--- src/rtl/sap_exec_core.sv ---
// sap_exec_core: SAP-1 ring-counter controller, accumulator and adder/subtractor
module sap_exec_core #(
  parameter int WIDTH = 8
) (
  input  logic             clock,
  input  logic             reset,
  input  logic [3:0]       instruction,
  input  logic [WIDTH-1:0] bus_in,
  input  logic [WIDTH-1:0] b_value,
  output logic [11:0]      control_word,
  output logic [5:0]       t_state,
  output logic             halt,
  output logic [WIDTH-1:0] acc_value,
  output logic [WIDTH-1:0] acc_bus_data,
  output logic             acc_bus_en,
  output logic [WIDTH-1:0] alu_bus_data,
  output logic             alu_bus_en,
  output logic             carry
);
  typedef enum logic [5:0] {
    T1 = 6'b000001,
    T2 = 6'b000010,
    T3 = 6'b000100,
    T4 = 6'b001000,
    T5 = 6'b010000,
    T6 = 6'b100000
  } state_t;
  localparam logic [11:0] NOP = 12'h3E3;
  localparam logic [3:0] OP_LDA = 4'h0;
  localparam logic [3:0] OP_ADD = 4'h1;
  localparam logic [3:0] OP_SUB = 4'h2;
  localparam logic [3:0] OP_OUT = 4'hE;
  localparam logic [3:0] OP_HLT = 4'hF;
  state_t           r_state;
  state_t           w_next;
  logic             r_halt;
  logic             w_set_halt;
  logic [WIDTH-1:0] r_acc;
  logic [11:0]      w_cw;
  logic [WIDTH-1:0] w_b;
  logic [WIDTH:0]   w_sum;
  // ring state and sticky halt flag
  always_ff @(posedge clock or negedge reset) begin
    if (!reset) begin
      r_state <= T1;
      r_halt  <= 1'b0;
    end else begin
      r_state <= w_next;
      r_halt  <= r_halt | w_set_halt;
    end
  end
  // advance the ring unless halted or halting on this edge (which freezes at T4)
  always_comb begin
    w_set_halt = !r_halt && r_state == T4 && instruction == OP_HLT;
    w_next     = r_state;
    if (!r_halt && !w_set_halt)
      case (r_state)
        T1:      w_next = T2;
        T2:      w_next = T3;
        T3:      w_next = T4;
        T4:      w_next = T5;
        T5:      w_next = T6;
        default: w_next = T1;
      endcase
  end
  // control word: fetch in T1-T3, opcode-specific execute in T4-T6, NOP once halted
  always_comb begin
    w_cw = NOP;
    if (!r_halt)
      case (r_state)
        T1:      w_cw = 12'h5E3;
        T2:      w_cw = 12'hBE3;
        T3:      w_cw = 12'h263;
        T4:      w_cw = (instruction == OP_LDA || instruction == OP_ADD || instruction == OP_SUB) ? 12'h1A3 :
                        (instruction == OP_OUT) ? 12'h3F2 : NOP;
        T5:      w_cw = (instruction == OP_LDA) ? 12'h2C3 :
                        (instruction == OP_ADD || instruction == OP_SUB) ? 12'h2E1 : NOP;
        T6:      w_cw = (instruction == OP_ADD) ? 12'h3C7 :
                        (instruction == OP_SUB) ? 12'h3CF : NOP;
        default: w_cw = NOP;
      endcase
  end
  // accumulator loads from the bus whenever La_n is low
  always_ff @(posedge clock or negedge reset) begin
    if (!reset) r_acc <= '0;
    else if (!w_cw[5]) r_acc <= bus_in;
  end
  assign w_b          = w_cw[3] ? ~b_value : b_value;
  assign w_sum        = {1'b0, r_acc} + {1'b0, w_b} + {{WIDTH{1'b0}}, w_cw[3]};
  assign control_word = w_cw;
  assign t_state      = r_state;
  assign halt         = r_halt;
  assign acc_value    = r_acc;
  assign acc_bus_data = r_acc;
  assign acc_bus_en   = w_cw[4];
  assign alu_bus_data = w_sum[WIDTH-1:0];
  assign alu_bus_en   = w_cw[2];
  assign carry        = w_sum[WIDTH];
endmodule

--- config.mk ---
export PLATFORM = sky130hd
export DESIGN_NAME = sap_exec_core
export DESIGN_NICKNAME = d
export VERILOG_FILES = /design/src/rtl/sap_exec_core.sv
export SDC_FILE = /design/constraint.sdc
export NUM_CORES = 1
export LEC_CHECK = 0
export BUFFER_PORTS_ARGS = -buffer_cell sky130_fd_sc_hd__buf_4
export CORE_MARGIN = 2
export CORE_UTILIZATION = 50
export DETAILED_ROUTE_END_ITERATION = 8
export PLACE_DENSITY = 0.85
export SLEW_MARGIN = 0
export SYNTH_ARGS = -nofsm -noshare
export SYNTH_HDL_FRONTEND = slang
export SYNTH_SLANG_ARGS = --single-unit
--- constraint.sdc ---
create_clock -name clock -period 8.65 [get_ports clock]
set_clock_uncertainty 0.15 [all_clocks]
set_input_delay 0.4325 -clock clock [delete_from_list [all_inputs] [get_ports clock]]
set_output_delay 0.4325 -clock clock [all_outputs]
set_load 0.01 [all_outputs]
### Yosys cells after proc, flatten, opt, wreduce, memory -nomap -nowiden

Cells that the tools add are included.

| word-level totals | value |
|---|---|
| register bits | 15 |
| input bits | 22 |
| output and inout bits | 46 |
| logic and storage cells | 36 |

| cells by class | value |
|---|---|
| $add $sub $neg | 2 |
| eq/ne operators | 10 |
| multiplexer cells | 10 |
| bitwise operators | 2 |
| reductions and logical operators | 9 |

Operator list:

| kind | count |
|---|---|
| $pmux 12 s6 | 1 |
| $pmux 6 s5 | 1 |
| $mux 9 | 2 |
| $mux 12 | 1 |
| $mux 6 | 2 |
| $mux 10 | 1 |
| $add 8x8->9 | 1 |
| $add 9x1->9 | 1 |
| $eq 4x4->1 const B | 2 |
| $mux 8 | 1 |
| $not 8->8 | 1 |
| $eq 6x1->1 const B | 1 |
| $eq 6x2->1 const B | 1 |
| $eq 6x3->1 const B | 1 |
| $eq 6x4->1 const B | 1 |
| $eq 6x5->1 const B | 1 |
| $eq 6x6->1 const B | 1 |
| $mux 5 | 1 |
| $eq 4x1->1 const B | 1 |
| $eq 4x2->1 const B | 1 |
| $logic_not 4->1 | 1 |
| $logic_and 1x1->1 | 3 |
| $logic_or 1x1->1 | 3 |
| $logic_not 1->1 | 2 |
| $or 1x1->1 | 1 |

### Logic depth before layout (Yosys ltp)

| depth | value |
|---|---|
| word-level depth | 9 |
| gate-level depth with buffers | 13 |
| mapped depth without buffers | 10 |

### Least setup slack after synthesis

Ideal clock, no wire load.

| timing | value |
|---|---|
| path kind | reg-to-output |
| from | register r_state[1], in the netlist t_state[1] |
| to | output alu_bus_data[6] |
| arrival | 3064 ps |
| data required time | 8068 ps |
| slack | 5003 ps |
| cell stages (with the launch flop) | 14 |
| path buffers | 3 |
| cell sequence | dfrtp_1 > buf_6 > or4_4 > buf_6 > nand4b_4 > buf_6 > xnor2_1 > inv_1 > fa_1 > nor2b_1 > o21ai_0 > a21boi_0 > o21ai_0 > a21boi_0 |

| on the way | value |
|---|---|
| cells in the longest elaborated chain, start to end | 6 |
| elaborated cells between the ends (all ways) | 11 |
| classes of those cells | add/sub: 2; eq/ne: 6; mux: 3 |

RTL lines:

| item | line | RTL |
|---|---|---|
| start, declared | 34 | `state_t r_state;` |
| start signal, assigned | 48 | `r_state <= w_next;` |
| $eq 6x6->1, or another cell as far along | 70 | `case (r_state)` |
| $pmux 12 s6 * | 70 |  |
| $mux 12 * | 69 | `if (!r_halt)` |
| $mux 8 | 88 | `assign w_b = w_cw[3] ? ~b_value : b_value;` |
| $add 8x8->9 | 89 | `assign w_sum = {1'b0, r_acc} + {1'b0, w_b} + {{WIDTH{1'b0}}, w_cw[3]};` |
| $add 9x1->9 * | 89 |  |
| end, declared | 16 | `output logic [WIDTH-1:0] alu_bus_data,` |

Every way passes the cells marked *; elsewhere a longest branch is shown, timed or not.

### Worst setup path after layout

Same ends and word-level chain as after synthesis.

==> results.cfg <==
[min_path]
hold_start = bus_in[1]
hp-class = in2reg

[floorplan]
start_util_pct = 52.4
die_w_um = 57.8
ios = 68
rows = 19
die_area_mm2 = 0.00334
die_h_um = 57.8
core-area_mm2 = 0.00276

[logic_synthesis]
ys_seq_elements = 15
synth_edf_count = 0
ys_seq_area_share_pct = 26.1
syn-cell-area_mm2 = 0.00145
ys_types = 42
yosysTopAreaCellShare_pct = 24.2
synth_top_area_cell = dfrtp_1
syn_nets = 196
syn_avg_cell_area_um2 = 8.71
synth_ff_type = dfrtp_1
synthArstFlopShare_pct = 100
synth_area_leaders = dfrtp_1, xnor2_1, mux2_2
synth.yosys.warnings = 0
synth_cells = 166

[sta]
setup_ws_ps = 4480
period_needed_ps = 4170
hold_viol_final = 0
finalSetupViolations = 0
tns_ps = 0
max_slew_margin_pct = 59.1
tightest_slew_ps = 604
timing.final.crit_share_pct = 48.2
rsz0062_at_grt = false
hold_ws_ps = 221
fmaxAchievable_mhz = 240
drv_slew = 0

[critical_path]
crit_chain = or4_4 -> nand4b_4 -> xnor2_1 -> inv_1 -> fa_1 -> nor2b_1 -> o21ai_0 -> a21boi_0 -> o21ai_0 -> a21boi_0 -> buf_4
crit_family = simple AND/OR/NAND/NOR gates
path_buf_inv = 2
start_kind = flop
rr_startpoint = t_state[5]
arrival_ps = 3590
cp-startpoint = t_state[1]
slowest_stage = or4_4
critPathCaptureType = primary output
critPathMaxFanout = 11
slowest_delay_ps = 630
crit_type = reg2out
required_ps = 8070

[cells_and_area]
layout-drive-gt1-share_pct = 39.5
fin_cells = 251
fin_util_pct = 68.7
area_growth_pct = 31.2
design_area_mm2 = 0.00190
filler_cell_count = 252
fin_nets = 251
num_antenna_cells = 0

[clock_network]
clock-sinks = 15
post-cts-setup-buffers = 0
numCtsBuffers = 3
cts_tree = done
cts-root-buf = clkbuf_4
clk_latency_ps = 290
clk_pin_slew_ps = 100
clockBufferDepth = 2
htree_levels = 1

[detailed_routing]
ant_nets = 0
dr.pass1.iters = 4
wl_per_cell_um = 13.1
via_count = 1379
viasPerCell = 5.49
drt_iter0_drc = 62
drc = 0
wirelength_um = 3300

[grt]
antenna_found_initial = 0
grt_pass1_vias = 1241
gr-total-overflow = 0
grt_max_degree = 16
grt_pass1_wl_um = 5530
track_usage_pct = 20.9

[placement]
placed_cells = 246
pre_cts_ws_ps = 4770
place_area_mm2 = 0.00186
gp_congestion = 0.868
port_buffers = 67
place.detailed.hpwl_um = 2660

[pwr]
power.density_mw_per_mm2 = 71.2
p_leak_nw = 0.995
ir_drop_uv = 69.6
total_power_mw = 0.135

[run_status]
status = complete, no violations

[run]
cap_violations = 0
cell type report:
class | instances | area [µm²] | area share (%)
inverter | 12 | 45.0 | 2.38
clock inverter | 1 | 5.00 | 0.264
sequential | 15 | 377 | 19.9
timing repair buffer | 68 | 513 | 27.1
clock buffer | 3 | 22.5 | 1.19
multi-input combinational | 121 | 895 | 47.2
tap | 31 | 38.8 | 2.05
worst paths after layout:
check / to / slack [ps] / depth (start not counted)
max: alu_bus_data[6] / 4480 / 11
min reg2reg: acc_bus_data[7] / 440 / 1
min in group asynchronous: t_state[5] / 390 / 2
max reg2reg: acc_bus_data[4] / 6270 / 4
max in group asynchronous: t_state[0] / 7710 / 2
min: acc_bus_data[1] / 220 / 2
cell families after synthesis:
group	Yosys count	share of synthesized area (%)
multiplexers	9	7.01
AND/OR/NAND/NOR	53	20.5
adder cells (fa/ha/maj)	8	7.45
AO/OA/AOI/OAI	36	17.8
XOR/XNOR	15	9.09
buffers and inverters	30	12.0
flip-flops	15	26.1
synthesized netlist by cell type (4+ instances only):
cell,number
o21ai_0,7
ha_1,7
mux2_2,9
a21oi_1,9
nor2_1,15
nand2_1,15
buf_4,10
nor3_1,4
dfrtp_1,14
clkbuf_1,4
inv_1,12
xnor2_1,12
nand4_1,4
placed cells by master (no fill, tap or decap), types with 2 or more instances in the layout:
| cell type | netlist | layout |
|---|---|---|
| a21oi_1 | 9 | 9 |
| nor2_1 | 15 | 15 |
| o2111ai_1 | 2 | 2 |
| xor2_1 | 3 | 3 |
| o21a_1 | 2 | 2 |
| buf_4 | 10 | 67 |
| ha_1 | 7 | 7 |
| xnor2_1 | 12 | 12 |
| nor4b_1 | 3 | 3 |
| mux2_2 | 9 | 9 |
| nor2b_1 | 3 | 3 |
| o21ai_1 | 2 | 2 |
| nor4_1 | 2 | 2 |
| nand4_1 | 4 | 4 |
| dfrtp_1 | 14 | 14 |
| a21boi_0 | 2 | 2 |
| o21ai_0 | 7 | 7 |
| clkbuf_4 | 0 | 3 |
| inv_1 | 12 | 12 |
| nor3_1 | 4 | 4 |
| nand2_1 | 15 | 15 |
| a21o_1 | 2 | 2 |
| o31ai_1 | 2 | 2 |
registers in the layout, indices dropped and copies added, names as in the netlist:
name,flops
acc_bus_data,8
t_state,6
halt,1
power by group:
part | leakage (nW) | internal, mW | total, mW | switching (mW)
Clock | 0.0177 | 0.0172 | 0.0406 | 0.0235
Sequential | 0.190 | 0.0701 | 0.0701 | 0
Combinational | 0.787 | 0.0131 | 0.0243 | 0.0111
layer usage:
layer	wire, µm	global-route usage, %	up-vias	part of all wire (%)
li1	-	-	688	-
met1	1490	28.8	633	45
met2	1540	34.3	54	47
met3	216	1.56	4	6.6
met4	49	7.97	0	1.5
met5	0	0	-	0
repair_timing:
item / 4_1_cts / 5_1_grt
resized for setup: 0 / 0
hold buffers: 1 / 0
hold endpoints to repair: 14 / 0
Power figures use the tool's default switching activity.
